[config.mk]
export PLATFORM = sky130hd
export DESIGN_NAME = ram_1r1w_arbiter
export DESIGN_NICKNAME = d
export VERILOG_FILES = /design/src/rtl/ram_1r1w_arbiter.sv
export SDC_FILE = /design/constraint.sdc
export NUM_CORES = 1
export LEC_CHECK = 0
export BUFFER_PORTS_ARGS = -buffer_cell sky130_fd_sc_hd__buf_4
export CAP_MARGIN = 40
export CORE_ASPECT_RATIO = 1.75
export CORE_MARGIN = 2
export CORE_UTILIZATION = 49
export DETAILED_ROUTE_END_ITERATION = 12
export HOLD_SLACK_MARGIN = 0.1
export MAX_ROUTING_LAYER = met4
export PLACE_DENSITY = 0.9
export SKIP_CTS_REPAIR_TIMING = 1
export SLEW_MARGIN = 20
export SYNTH_ARGS = -nofsm -noshare
export SYNTH_HDL_FRONTEND = slang
export SYNTH_SLANG_ARGS = --single-unit
[constraint.sdc]
create_clock -name clk -period 5.1 [get_ports clk]
set_clock_uncertainty 0.1 [all_clocks]
set_input_delay 1.02 -clock clk [delete_from_list [all_inputs] [get_ports clk]]
set_output_delay 1.02 -clock clk [all_outputs]
set_load 0.05 [all_outputs]
[src/rtl/ram_1r1w_arbiter.sv]
// Round-robin arbiter sharing one 1R1W RAM between two read clients and one write client.
// One RAM operation per cycle; read responses come back through a one-entry register per port.
module ram_1r1w_arbiter_rd_port #(
  parameter int DATA_WIDTH = 4
) (
  input  logic                  clk,
  input  logic                  rst,
  input  logic                  req_valid,
  input  logic                  resp_ready,
  input  logic                  grant,
  input  logic [DATA_WIDTH-1:0] ram_rd_data,
  output logic                  eligible,
  output logic                  resp_valid,
  output logic [DATA_WIDTH-1:0] resp_data
);
  logic pending;

  // One read in flight per port; a full, stalled response register blocks new grants.
  assign eligible = req_valid && !pending && (!resp_valid || resp_ready);

  always_ff @(posedge clk or negedge rst) begin
    if (!rst) begin
      pending    <= 1'b0;
      resp_valid <= 1'b0;
      resp_data  <= '0;
    end else begin
      pending <= grant;
      if (pending) begin
        resp_valid <= 1'b1;
        resp_data  <= ram_rd_data;
      end else if (resp_ready) begin
        resp_valid <= 1'b0;
      end
    end
  end
endmodule

module ram_1r1w_arbiter #(
  parameter int DATA_WIDTH     = 4,
  parameter int SIZE           = 32,
  parameter int NUM_PARTITIONS = 1,
  parameter int ADDR_WIDTH     = $clog2(SIZE)
) (
  input  logic                      clk,
  input  logic                      rst,
  input  logic                      rd0_req_valid,
  output logic                      rd0_req_ready,
  input  logic [ADDR_WIDTH-1:0]     rd0_req_addr,
  input  logic [NUM_PARTITIONS-1:0] rd0_req_mask,
  output logic                      rd0_resp_valid,
  input  logic                      rd0_resp_ready,
  output logic [DATA_WIDTH-1:0]     rd0_resp_data,
  input  logic                      rd1_req_valid,
  output logic                      rd1_req_ready,
  input  logic [ADDR_WIDTH-1:0]     rd1_req_addr,
  input  logic [NUM_PARTITIONS-1:0] rd1_req_mask,
  output logic                      rd1_resp_valid,
  input  logic                      rd1_resp_ready,
  output logic [DATA_WIDTH-1:0]     rd1_resp_data,
  input  logic                      wr_req_valid,
  output logic                      wr_req_ready,
  input  logic [ADDR_WIDTH-1:0]     wr_req_addr,
  input  logic [DATA_WIDTH-1:0]     wr_req_data,
  input  logic [NUM_PARTITIONS-1:0] wr_req_mask,
  output logic                      ram_rd_en,
  output logic [ADDR_WIDTH-1:0]     ram_rd_addr,
  output logic [NUM_PARTITIONS-1:0] ram_rd_mask,
  input  logic [DATA_WIDTH-1:0]     ram_rd_data,
  output logic                      ram_wr_en,
  output logic [ADDR_WIDTH-1:0]     ram_wr_addr,
  output logic [DATA_WIDTH-1:0]     ram_wr_data,
  output logic [NUM_PARTITIONS-1:0] ram_wr_mask
);
  localparam int NUM_RD  = 2;
  localparam int NUM_REQ = 3;

  logic [NUM_RD-1:0]                 rd_req_valid, rd_resp_ready, rd_elig, rd_resp_valid;
  logic [NUM_RD-1:0][DATA_WIDTH-1:0] rd_resp_data;
  logic [NUM_REQ-1:0]                elig, gnt;
  logic [1:0]                        prio, gnt_idx, rot_idx;
  logic [2:0]                        rot_sum;
  logic                              found;

  assign rd_req_valid  = {rd1_req_valid, rd0_req_valid};
  assign rd_resp_ready = {rd1_resp_ready, rd0_resp_ready};

  for (genvar n = 0; n < NUM_RD; n++) begin : g_rd
    ram_1r1w_arbiter_rd_port #(.DATA_WIDTH(DATA_WIDTH)) u_port (
      .clk        (clk),
      .rst        (rst),
      .req_valid  (rd_req_valid[n]),
      .resp_ready (rd_resp_ready[n]),
      .grant      (gnt[n]),
      .ram_rd_data(ram_rd_data),
      .eligible   (rd_elig[n]),
      .resp_valid (rd_resp_valid[n]),
      .resp_data  (rd_resp_data[n])
    );
  end

  // Gating with rst keeps every ready and RAM enable low while reset is held.
  assign elig = {wr_req_valid, rd_elig} & {NUM_REQ{rst}};

  always_comb begin
    gnt     = '0;
    gnt_idx = prio;
    found   = 1'b0;
    rot_sum = '0;
    rot_idx = '0;
    for (int k = 0; k < NUM_REQ; k++) begin
      rot_sum = {1'b0, prio} + 3'(k);
      rot_idx = (rot_sum >= 3'(NUM_REQ)) ? 2'(rot_sum - 3'(NUM_REQ)) : rot_sum[1:0];
      if (!found && elig[rot_idx]) begin
        found        = 1'b1;
        gnt[rot_idx] = 1'b1;
        gnt_idx      = rot_idx;
      end
    end
  end

  always_ff @(posedge clk or negedge rst) begin
    if (!rst)      prio <= '0;
    else if (|gnt) prio <= (gnt_idx == 2'd2) ? 2'd0 : gnt_idx + 2'd1;
  end

  assign rd0_req_ready  = gnt[0];
  assign rd1_req_ready  = gnt[1];
  assign wr_req_ready   = gnt[2];

  assign ram_rd_en      = gnt[0] | gnt[1];
  assign ram_rd_addr    = gnt[1] ? rd1_req_addr : rd0_req_addr;
  assign ram_rd_mask    = gnt[1] ? rd1_req_mask : rd0_req_mask;
  assign ram_wr_en      = gnt[2];
  assign ram_wr_addr    = wr_req_addr;
  assign ram_wr_data    = wr_req_data;
  assign ram_wr_mask    = wr_req_mask;

  assign rd0_resp_valid = rd_resp_valid[0];
  assign rd1_resp_valid = rd_resp_valid[1];
  assign rd0_resp_data  = rd_resp_data[0];
  assign rd1_resp_data  = rd_resp_data[1];
endmodule

Word level (Yosys, flattened, before mapping):

Index checks and enable logic that the tools add are counted.

* output and inout bits: 31
* logic and storage cells: 77
* input bits: 33
* register bits after elaboration: 14

* multiplexer cells: 30
* add/sub/neg operators: 6
* order comparisons: 9
* bitwise operators: 4
* equal/unequal tests: 1
* reduce and logical (&&, ||, !) cells: 20

Operators by type and width (count)
* 2-bit 2-to-1 mux: 7
* 1-bit 2-to-1 mux: 13
* 1-bit logical AND: 9
* 2-bit by 3-bit less-than comparator with 1-bit output (second input constant): 3
* 3-bit 2-to-1 mux: 3
* 1-bit binary-select mux with 2-bit select: 3
* 1-bit demux with 2-bit select: 3
* 2-bit by 1-bit >= comparator with 1-bit output (second input constant): 3
* 3-bit by 2-bit >= comparator with 1-bit output (second input constant): 2
* 1-bit zero test: 6
* 3-bit bitwise OR: 2
* 2-bit subtractor (second input constant): 3
* 5-bit 2-to-1 mux: 1
* 2-bit nonzero test: 2
* 2-bit by 1-bit adder with 3-bit output (second input constant): 1
* 2-bit by 2-bit adder with 3-bit output (second input constant): 1
* 3-bit bitwise AND: 1
* 3-bit OR reduction: 1
* 2-bit by 1-bit adder with 2-bit output (second input constant): 1
* 2-bit equality test (second input constant): 1
* 2-bit >= comparator (second input constant): 1
* 1-bit logical OR: 2
* 1-bit bitwise OR: 1

Longest topological paths before layout:

Gate-level depths: netlist of run 1.

* depth after elaboration: 15
* mapped depth: 10
* gate-level depth less buffers: 8

Cells and area by module:

From an unflattened synthesis of run 1, not the netlist that was laid out.

* cell total of the unflattened synthesis: 101
* area, all modules: 1059.8 um^2

Modules (own cells, without submodules)
* ram_1r1w_arbiter: instances 1, seq. area each 50.0 um^2, cells each 73, area an instance 621.8 um^2
* ram_1r1w_arbiter_rd_port: instances 2, seq. area each 150.1 um^2, cells each 14, area an instance 219.0 um^2

Least setup slack after synthesis of run 1:

OpenSTA, ideal clock, no wires.

* path type: input port to output port
* start point: input port rst
* end point: output port wr_req_ready
* arrival: 2.752 ns
* setup slack: 1.228 ns
* cell stages on the path: 8
* buffers on the path: 3
* cells stage by stage: buf_4 and2_1 clkbuf_1 a32oi_1 a31oi_1 a21oi_1 o2bb2ai_1 buf_4

* word-level cells in the longest chain between the ends: 10
* elaborated cells on any way between the ends: 18

Ends and longest elaborated chain
* start: declaration: line 45 `input logic rst,`
* 3-bit bitwise AND (*): line 102 `assign elig = {wr_req_valid, rd_elig} & {NUM_REQ{rst}};`
* 1-bit binary-select mux with 2-bit select: line 113 `if (!found && elig[rot_idx]) begin`
* 1-bit 2-to-1 mux (implied by the code): line 113
* 1-bit 2-to-1 mux: line 113
* 1-bit zero test: line 113
* 1-bit logical AND: line 113
* 1-bit 2-to-1 mux: line 113
* 1-bit zero test: line 113
* 1-bit logical AND: line 113
* 3-bit 2-to-1 mux (*): line 113
* end: declaration: line 61 `output logic wr_req_ready,`

Every way passes the cells marked *; elsewhere a longest branch is shown, timed or not. The select of a mux whose other input is x is not followed.

Worst setup path in the final report of run 1:

* start point: register prio[1]
* end point: output port ram_rd_addr[2]

* word-level cells in the longest chain between the ends: 12
* elaborated cells on any way between the ends: 44

Ends and longest elaborated chain
* start: declaration: line 80 `logic [1:0] prio, gnt_idx, rot_idx;`
* start signal: assignment: line 123 `else if (|gnt) prio <= (gnt_idx == 2'd2) ? 2'd0 : gnt_idx + 2'd1;`
* 2-bit by 1-bit adder with 3-bit output (tied with other cells): line 111 `rot_sum = {1'b0, prio} + 3'(k);`
* 3-bit by 2-bit >= comparator with 1-bit output (tied with other cells): line 112 `rot_idx = (rot_sum >= 3'(NUM_REQ)) ? 2'(rot_sum - 3'(NUM_REQ)) : rot_sum[1:0];`
* 2-bit 2-to-1 mux (tied with other cells): line 112
* 2-bit by 3-bit less-than comparator with 1-bit output (implied by the code) (tied with other cells): line 115 `gnt[rot_idx] = 1'b1;`
* 1-bit logical AND (implied by the code) (tied with other cells): line 115
* 1-bit 2-to-1 mux (implied by the code) (tied with other cells): line 115
* 1-bit demux with 2-bit select (tied with other cells): line 115
* 3-bit bitwise OR (no source line) / 1-bit 2-to-1 mux (equally long branches)
* 3-bit 2-to-1 mux / 1-bit zero test (equally long branches): line 113
* 3-bit bitwise OR (no source line) / 1-bit logical AND (equally long branches)
* 3-bit 2-to-1 mux (*): line 113
* 5-bit 2-to-1 mux (*): line 131 `assign ram_rd_addr = gnt[1] ? rd1_req_addr : rd0_req_addr;`
* end: declaration: line 66 `output logic [ADDR_WIDTH-1:0] ram_rd_addr,`

Marked as above.

==> results.md, run 1 <==
- WP data arrival: roughly 3.2 ns
- Syn_area_per_cell: slightly above 9 um^2
- CP Class: register to output port
- Total congestion overflow: 0
- Final setup violation count: 0
- Mapped Nets: approximately 180
- Total global-route track usage: 24.5%
- Maximum vdd drop: between 0.0004 and 0.0005 V
- Hold Path Class: register to register
- Critical Path Sink Type: output port
- Total of max-cap violations: 0
- Die height: 72.0 um
- Min cycle time layout: around 4.3 ns
- Worst-Skew Late Latency: around 0.24 ns
- Die area: between 3000 and 4000 um^2
- Crit Path Max Fanout: 13
- Number of CTS-inserted buffers: 3
- Status: complete, no violations
- Top cells by area, synth: dfrtp_1 (27%), buf_4 (7.0%), mux2_2 (7.0%)
- Avg WL per Cell: about 18 um
- Drt drc: 0
- Final WL: approximately 3500 um
- Vias: roughly 1300
- Clk slew on worst S/H paths: about 0.06 ns
- Layout cells sized above 1: 41.7%
- Setup TNS: 0 ns
- Drt pass-1 iters: 4
- Top-area cell type share of the netlist area: a little over a quarter
- DPL Wire Length: 2760 um
- CP Launch Type: register
- Max Freq: ~230 MHz
- Clock sinks: 14
- Antenna cells: 0
- Initial DRC Count: 36
- Wire length on met1: ~1200 um
- Leakage dissipation: slightly above 0.0007 uW
- Tcrit/Tclk final: between 80% and 90%
- Num rows: 24
- Number of synthesized flops with an enable pin: 0
- Nets: between 200 and 250
- Root buffer cell: clkbuf_8
- Initial antenna violation count: 0
- Area Growth Syn to Fin: 20.9%
- Distinct cell type count after synthesis: 41
- Via-to-Cell Ratio: approximately 6.5
- Syn. warnings: 0
- Final hold violation count: 0
- Most instantiated cells after synthesis: dfrtp_1 (14), buf_4 (12), o21ai_0 (9)
- Post-synth ARST share: 100%
- Post-DRT Antenna Nets: 0
- Starting Density: around half
- GPL Wtd Cong: around 0.88
- Final std cells w/o fill: 194
- Core area: 2490 um^2
- Global-route wire length before repair: 5730 um
- Max-slew violations: 0
- Most common flop cell mapped by yosys: dfrtp_1
- RSZ-0062 raised after global routing: no
- Clock buffer depth: 2
- Syn Inst Count: between 100 and 150
- Number of global-route vias before repair: around 1300
- Fin worst setup slack: between 0.7 and 0.8 ns
- WP data required: a little under 4 ns
- Worst slew pin tran: roughly 0.57 ns
- Post-synth top area cell: dfrtp_1
- Largest net degree at the start of global routing: 24
- Synthesized cell area: around 1300 um^2
- # H-tree levels: 1
- Seq/Total Area, Yosys: around 27%
- Rel. slew slack: around 62%
- Post-Place Cells: 190
- Met2 wire length: 1820 um
- Filler instances: 205
- Most frequent cell after synthesis: dfrtp_1
- Max layer used: met4
- CTS tree: built
- Buffers added on ports: 43
- #FFs+latches synth: 14
- Pre-CTS setup slack: about 1 ns
- Routed wl met3: 265 um
- Die width: ~43 um
- Power per standard cell area: around 740 nW/um^2
- IO Count: 64
-- report_power, final --
part / switching, uW / internal (uW)
combinational: 548 / 287
clock: 40.7 / 68.4
sequential: 45.6 / 165
total: 634 / 520
-- path summary, 6_finish.rpt --
path	startpoint	end	slack, ns	depth (start not counted)
worst max-delay path	prio[1]	ram_rd_addr[2]	0.80	9
worst min-delay path	g_rd[0].u_port.resp_data[0]	g_rd[0].u_port.resp_data[0]	0.42	1
worst max register to register	prio[0]	prio[0]	2.44	8
worst min register to register	g_rd[0].u_port.resp_data[0]	g_rd[0].u_port.resp_data[0]	0.42	1
max in group asynchronous	rst	g_rd[1].u_port.resp_data[3]	4.12	1
min in group asynchronous	rst	g_rd[0].u_port.resp_data[2]	0.55	1
-- logic make-up after synthesis --
kind of cell	Yosys count	synth area share [%]
compound gates	44	24.8
buf+inv	26	12.6
simple gates	39	17.8
mux	14	13.9
fa+ha+maj	4	3.86
flops	14	27.1
-- critical path, stage by stage, from the launching register on --
cell	delay, ns
dfrtp_1	0.44
inv_1	0.16
ha_1	0.49
inv_2	0.22
or3_1	0.42
o22ai_2	0.17
a21o_1	0.16
a21o_1	0.35
mux2_4	0.34
buf_4	0.19
-- routing by layer --
metal,vias to the layer above,global-route usage (%)
li1,573,-
met1,571,24.1
met2,95,42.4
met3,27,3.98
met4,0,17.0
met5,-,-
-- placed cells by master, fill, tap and decap left out, types with 2 or more instances in the layout --
cell type,instances
a31o_2,2
nor2_1,4
mux2_4,6
o2bb2ai_1,3
a31oi_1,7
a21o_1,3
nor2b_1,4
a21oi_1,5
nand3_1,3
dfrtp_1,14
clkbuf_8,4
nor4_1,3
nor3_1,3
a211oi_1,3
ha_1,4
inv_1,5
o2111ai_1,4
buf_4,43
o21ai_0,9
mux2_2,8
nand4_1,2
nand2_1,7
nand2b_1,6
-- flip-flops by register name, indices dropped and copies added (netlist names) --
register,flops
g_rd.u_port.pending,2
g_rd.u_port.resp_data,8
g_rd.u_port.resp_valid,2
prio,2
-- cell type report --
class                      instances  area (um^2)  area share [%]
sequential                        14          350            22.4
inverter                           6         22.5            1.44
multi-input combinational        101          782            50.0
clock buffer                       4         55.1            3.52
tap                               26         32.5            2.08
timing repair buffer              43          323            20.6
-- metrics by stage --
stage,hold WS [ns],power (uW),util (%),instance area (um^2)
global route,0.425,1210,62.8,1570
CTS,0.416,1150,62.8,1570
detailed placement,0.405,1040,60.6,1510
global placement,0.391,1030,60.6,1510
finish,0.416,1150,62.8,1570
floorplan,0.426,859,-,1290
Power figures use the tool's default switching activity.
==> inputs of run 2 (changes only) <==
CORE_UTILIZATION = 46   (was 49)
PLACE_DENSITY = 0.85   (was 0.9)
clock period = 4.2 ns   (was 5.1 ns; I/O delays follow)
==> run 2 against run 1 <==
Critical path depth fell by 1. Non-clock buffer count rose by 3. Critical path type unchanged. Clock power rose by 18%. Largest cell class unchanged. Sequential power rose by 22%.
==> results.md, run 2 (synthesis gave the netlist of run 1 again) <==
- Clock buffer depth: 2 (unchanged)
- CP peak stage delay: 0.47 ns (-0.02 ns)
- # H-tree levels: 1 (unchanged)
- Avg WL per Cell: 18.5 um (+2.9%)
- Layout cells sized above 1: 42.7% (+1.0 points)
- Worst-Skew Late Latency: 0.24 ns (about the same)
- Num rows: 25 (+4.2%)
- Top reg by flops: g_rd.u_port.resp_data
- Die height: 74.2 um (+3.0%)
- Number of global-route vias before repair: 1369 (+2.6%)
- IO Count: 64 (unchanged)
- Max Freq: around 260 MHz
- Final WL: 3670 um (+5.0%)
- Most Frequent Cell on Critical Path: a21o_1
- Root buffer cell: clkbuf_8
- Total congestion overflow: 0 (unchanged)
- Drt drc: 0 (unchanged)
- Cell at the slowest stage of the critical path: ha_1
- Largest net degree at the start of global routing: 24 (unchanged)
- Worst Reg-to-Reg Cells: 9 (+1)
- CP Launch Type: register
- Maximum vdd drop: 0.000525 V (+12%)
- Max-slew violations: 0 (unchanged)
- Most common cell after layout, fill and taps aside: buf_4
- WP data required: 3.26 ns (-0.72 ns)
- Global-route wire length before repair: 6000 um (+4.6%)
- GPL Wtd Cong: 0.899 (+2.4%)
- R2r setup slk: 1.61 ns (-0.83 ns)
- Buffers added on ports: 43 (unchanged)
- Power per standard cell area: 902 nW/um^2 (+22%)
- Tcrit/Tclk final: 91.6%
- Vias: 1280 (+1.1%)
- WP data arrival: 2.91 ns (-0.27 ns)
- CP Class: register to output port
- Highest-count cells in the layout ignoring fill and taps: buf_4 (46), dfrtp_1 (14), o21ai_0 (9)
- Nets: 209 (+1.5%)
- Initial DRC Count: 37 (+2.8%)
- Via-to-Cell Ratio: 6.46 (-0.94%)
- Total of max-cap violations: 0 (unchanged)
- Number of CTS-inserted buffers: 3 (unchanged)
- Worst slew pin tran: 0.636 ns (+0.0702 ns)
- R2R Path End: prio[0]
- Area Growth Syn to Fin: 22.7%
- Post-DRT Antenna Nets: 0 (unchanged)
- Die area: 3270 um^2 (+6.0%)
- Setup TNS: 0 ns (unchanged)
- Drt pass-1 iters: 4 (unchanged)
- Hold Path Class: primary input to async pin
- Max reg flops: 8 (unchanged)
- Rel. slew slack: 57.3% (-4.7 points)
- Reg-to-reg startpoint: prio[0]
- Clock sinks: 14 (unchanged)
- Final hold violation count: 0 (unchanged)
- Status: complete, no violations
- Cells along the critical path: inv_1 > ha_1 > nand2b_1 > nor4_2 > a21o_1 > a21o_1 > mux2_4 > buf_4
- RSZ-0062 raised after global routing: no
- CTS tree: built
- Min cycle time layout: around 3.8 ns
- Antenna cells: 0 (unchanged)
- Final setup violation count: 0 (unchanged)
- Leakage dissipation: 0.000735 uW (+2.0%)
- Clk slew on worst S/H paths: 0.06 ns (about the same)
- Total global-route track usage: 25.2% (+0.67 points)
- DPL Wire Length: 2990 um (+8.1%)
- Core area: 2690 um^2 (+7.9%)
- Critical Path Sink Type: output port
- Crit Path Max Fanout: 12 (-1)
- Power, Total: 1430 uW (+24%)
- Starting Density: 48.1% (-3.8 points)
- Initial antenna violation count: 0 (unchanged)
- Die width: 44.1 um (+2.9%)
-- run 2: power breakdown --
group	switching [uW]	internal, uW
clock	46.4	82.9
sequential	55.7	200
combinational	681	367
-- run 2: how the worst max path moves through the flow --
stage	from	endpoint	slack (ns)	cells past startpoint
after CTS	prio[0]	ram_rd_addr[2]	0.38	8
final	prio[0]	ram_rd_addr[2]	0.35	8
after global routing	prio[0]	ram_rd_addr[2]	0.17	8
after floorplan	rst	wr_req_ready	0.69	8
after detailed placement	rst	ram_rd_addr[2]	0.45	8
after global placement	rst	ram_rd_mask	0.53	8
-- run 2: critical path, delay by kind of cell (launching register included) --
kind,cells,cell delay [ns]
and+or+nand+nor,2,0.64
AOI/OAI and AO/OA,2,0.50
DFF,1,0.44
buffers and inverters,2,0.28
adders and majority gates,1,0.47
muxes,1,0.34
-- run 2: through the flow --
stage | cells | hold slack, ns | util [%] | setup WS, ns | area [um^2]
3_3_place_gp | 194 | 0.393 | 57.0 | 0.528 | 1530
4_1_cts | 198 | 0.373 | 59.1 | 0.377 | 1590
6_report | 198 | 0.376 | 59.1 | 0.352 | 1590
3_5_place_dp | 194 | 0.397 | 57.0 | 0.455 | 1530
5_1_grt | 198 | 0.392 | 59.1 | 0.169 | 1590
2_1_floorplan | 141 | 0.426 | - | 0.688 | 1290
-- run 2: layout make-up --
class | count | area [um^2]
fillers | 227 | 1100
inverters | 6 | 22.5
clock buffers | 4 | 55.1
well taps | 27 | 33.8
flip-flops and latches | 14 | 350
repair buffers | 46 | 345
multi-input cells | 101 | 782
-- run 2: per-layer routing --
metal | GRT usage, % | vias to the layer above | wire, um | part of all wire (%)
li1 | - | 579 | - | -
met4 | 23.2 | 0 | 273 | 7.4
met2 | 43.1 | 81 | 1940 | 53
met1 | 23.3 | 590 | 1240 | 34
met3 | 2.91 | 30 | 224 | 6.1
met5 | - | - | 0 | 0
==> inputs of run 3 (changes only) <==
ABC_AREA = 1   (was unset)
CORE_UTILIZATION = 43   (was 46)
PLACE_DENSITY = 0.84   (was 0.85)
==> run 3 against run 2 <==
Clock-buffer cell count unchanged. Routed wire length shrank 34%. Cell count up 13%. Global-route usage decreased by 6.4 points. Sequential share of layout area rose by 2.8 points. Maximum frequency is 18% higher. First-iteration DRC count fell by 68%. Cell area is 11% lower. Synthesized cell count grew 14%.
==> results.md, run 3 <==
- Vias: 1092 (-15%)
- Post-Place Cells: 219 (+13%)
- Buffers added on ports: 43 (unchanged)
- Clock buffer depth: 2 (unchanged)
- IO Count: 64 (unchanged)
- Final setup violation count: 0 (unchanged)
- Max Freq: 306 MHz (+18%)
- Top reg by flops: g_rd.u_port.resp_data
- Rel. slew slack: 82.8% (+26 points)
- Number of CTS-inserted buffers: 3 (unchanged)
- Syn Inst Count: 161 (+14%)
- Total of max-cap violations: 0 (unchanged)
- Most instantiated cells after synthesis: nand2_1 (73), dfrtp_1 (14), inv_1 (13)
- CP Launch Type: register
- Die width: 41.9 um (-5.0%)
- Busiest layer in global routing: met2
- Seq/Total Area, Yosys: 32.4% (+5.3 points)
- Avg WL per Cell: 10.8 um (-42%)
- Clk slew on worst S/H paths: 0.06 ns (about the same)
- CTS tree: built
- Most frequent cell after synthesis: nand2_1
- Die area: 2950 um^2 (-9.9%)
- Via-to-Cell Ratio: 4.90 (-24%)
- Drt drc: 0 (unchanged)
- Top cells by area, synth: dfrtp_1 (32%), nand2_1 (25%), buf_4 (7.6%)
- Cells along the critical path: inv_1 > ha_1 > inv_1 > nor3_1 > inv_1 > nand2_1 > nand3_1 > nor2_1 > nor2_2 > inv_1 > buf_4
- Syn. warnings: 0 (unchanged)
- Critical Path Sink Type: output port
- Antenna cells: 0 (unchanged)
- Total congestion overflow: 0 (unchanged)
- CP Class: register to output port
- GR Layer Usage met3: 2.84% (-0.070 points)
- Most common cell after layout, fill and taps aside: nand2_1
- Area Growth Syn to Fin: 30.3%
- Root buffer cell: clkbuf_8
- Filler instances: 222 (-2.2%)
- Initial DRC Count: 12 (-68%)
- CP peak stage delay: 0.41 ns (-0.06 ns)
- Synthesized cell area: 1080 um^2 (-16%)
- # H-tree levels: 1 (unchanged)
- Crit Path Max Fanout: 5 (-7)
- Most common flop cell mapped by yosys: dfrtp_1
- Max-slew violations: 0 (unchanged)
- Core area: 2430 um^2 (-9.6%)
- Worst-Skew Late Latency: 0.24 ns (about the same)
- Drt pass-1 iters: 4 (unchanged)
- Highest-count cells in the layout ignoring fill and taps: nand2_1 (73), buf_4 (43), dfrtp_1 (14)
- Setup TNS: 0 ns (unchanged)
- Clock sinks: 14 (unchanged)
- Global Route met2 Usage: 34.2% (-8.9 points)
- Nets: 235 (+12%)
- WP data required: 3.26 ns (about the same)
- Final std cells w/o fill: 223 (+13%)
- Buf+Inv Stages, Crit Path: 5 (+3)
- Distinct cell type count after synthesis: 22 (-46%)
- DPL Wire Length: 1980 um (-34%)
- Num rows: 24 (-4.0%)
- Min cycle time layout: 3.27 ns (-0.577 ns)
- Number of global-route vias before repair: 1083 (-21%)
- Largest net degree at the start of global routing: 19 (-21%)
- GPL Wtd Cong: 0.942 (+4.8%)
- RSZ-0062 raised after global routing: no
- Hold WS: 0.345 ns (-0.0307 ns)
- Post-synth ARST share: 100% (unchanged)
- Starting Density: 44.5% (-3.6 points)
- Cell at the slowest stage of the critical path: dfrtp_1
- Most Frequent Cell on Critical Path: inv_1
- Grt met1 use: 17.8% (-5.4 points)
- Total global-route track usage: 18.8% (-6.4 points)
- Crit path max-delay family: simple AND/OR/NAND/NOR gates
- Post-DRT Antenna Nets: 0 (unchanged)
- Top-area cell type share of the netlist area: 32.4% (+5.3 points)
- Initial antenna violation count: 0 (unchanged)
- Final hold violation count: 0 (unchanged)
- Hold Path Class: primary input to async pin
- Worst slew pin tran: 0.256 ns (-0.380 ns)
- Mapped Nets: 198 (+11%)
- Number of synthesized flops with an enable pin: 0 (unchanged)
- WP data arrival: 2.33 ns (-0.58 ns)
- Global-route wire length before repair: 4240 um (-29%)
- Status: complete, no violations
- #FFs+latches synth: 14 (unchanged)
- Die height: 70.4 um (-5.2%)
- Syn_area_per_cell: 6.72 um^2 (-27%)
- Layout cells sized above 1: 33.5% (-9.2 points)
- Post-synth top area cell: dfrtp_1
- Final WL: 2410 um (-34%)
- Tcrit/Tclk final: 77.9% (-14 points)
- Max reg flops: 8 (unchanged)
## run 3: stage by stage
stage	instance area, um^2	utilization [%]	setup slack [ns]
after floorplan	1080	-	1.04
after global placement	1360	55.7	0.970
after detailed placement	1360	55.7	0.936
after CTS	1410	58.0	0.931
after global routing	1410	58.0	0.694
final	1410	58.0	0.929
## run 3: kinds of logic (layout without fill, tap and decap cells)
group | Yosys count | in the layout | share of synthesized area (%)
AO/OA/AOI/OAI | 8 | 8 | 4.16
adder cells (fa/ha/maj) | 4 | 4 | 4.62
buffers and inverters | 30 | 66 | 14.7
flip-flops | 14 | 14 | 32.4
AND/OR/NAND/NOR | 105 | 105 | 44.2
## run 3: final timing paths
kind,startpoint,end,slack [ns],cells past startpoint
min reg2reg,g_rd[0].u_port.resp_data[3],g_rd[0].u_port.resp_data[3],0.37,2
max reg2reg,prio[0],prio[0],1.95,13
max,prio[0],rd0_req_ready,0.93,11
min,rst,g_rd[1].u_port.resp_data[1],0.34,1
min in group clk,g_rd[0].u_port.resp_data[3],g_rd[0].u_port.resp_data[3],0.37,2
max in group asynchronous,rst,g_rd[0].u_port.resp_data[2],3.47,1
## run 3: layout make-up
class	instances	area (um^2)	area share, %
inverter	19	76.3	5.41
tap	26	32.5	2.31
timing repair buffer	43	323	22.9
clock buffer	4	55.1	3.90
multi-input combinational	117	573	40.6
sequential	14	350	24.8
## run 3: per-layer routing
metal | up-vias | routed length, um
met5 | - | 0
li1 | 554 | -
met2 | 50 | 1340
met3 | 11 | 152
met1 | 477 | 838
met4 | 0 | 86
Power of run 3 is not shown: default switching activity piles up to over one toggle a cycle in this logic, so the estimate is an artifact.
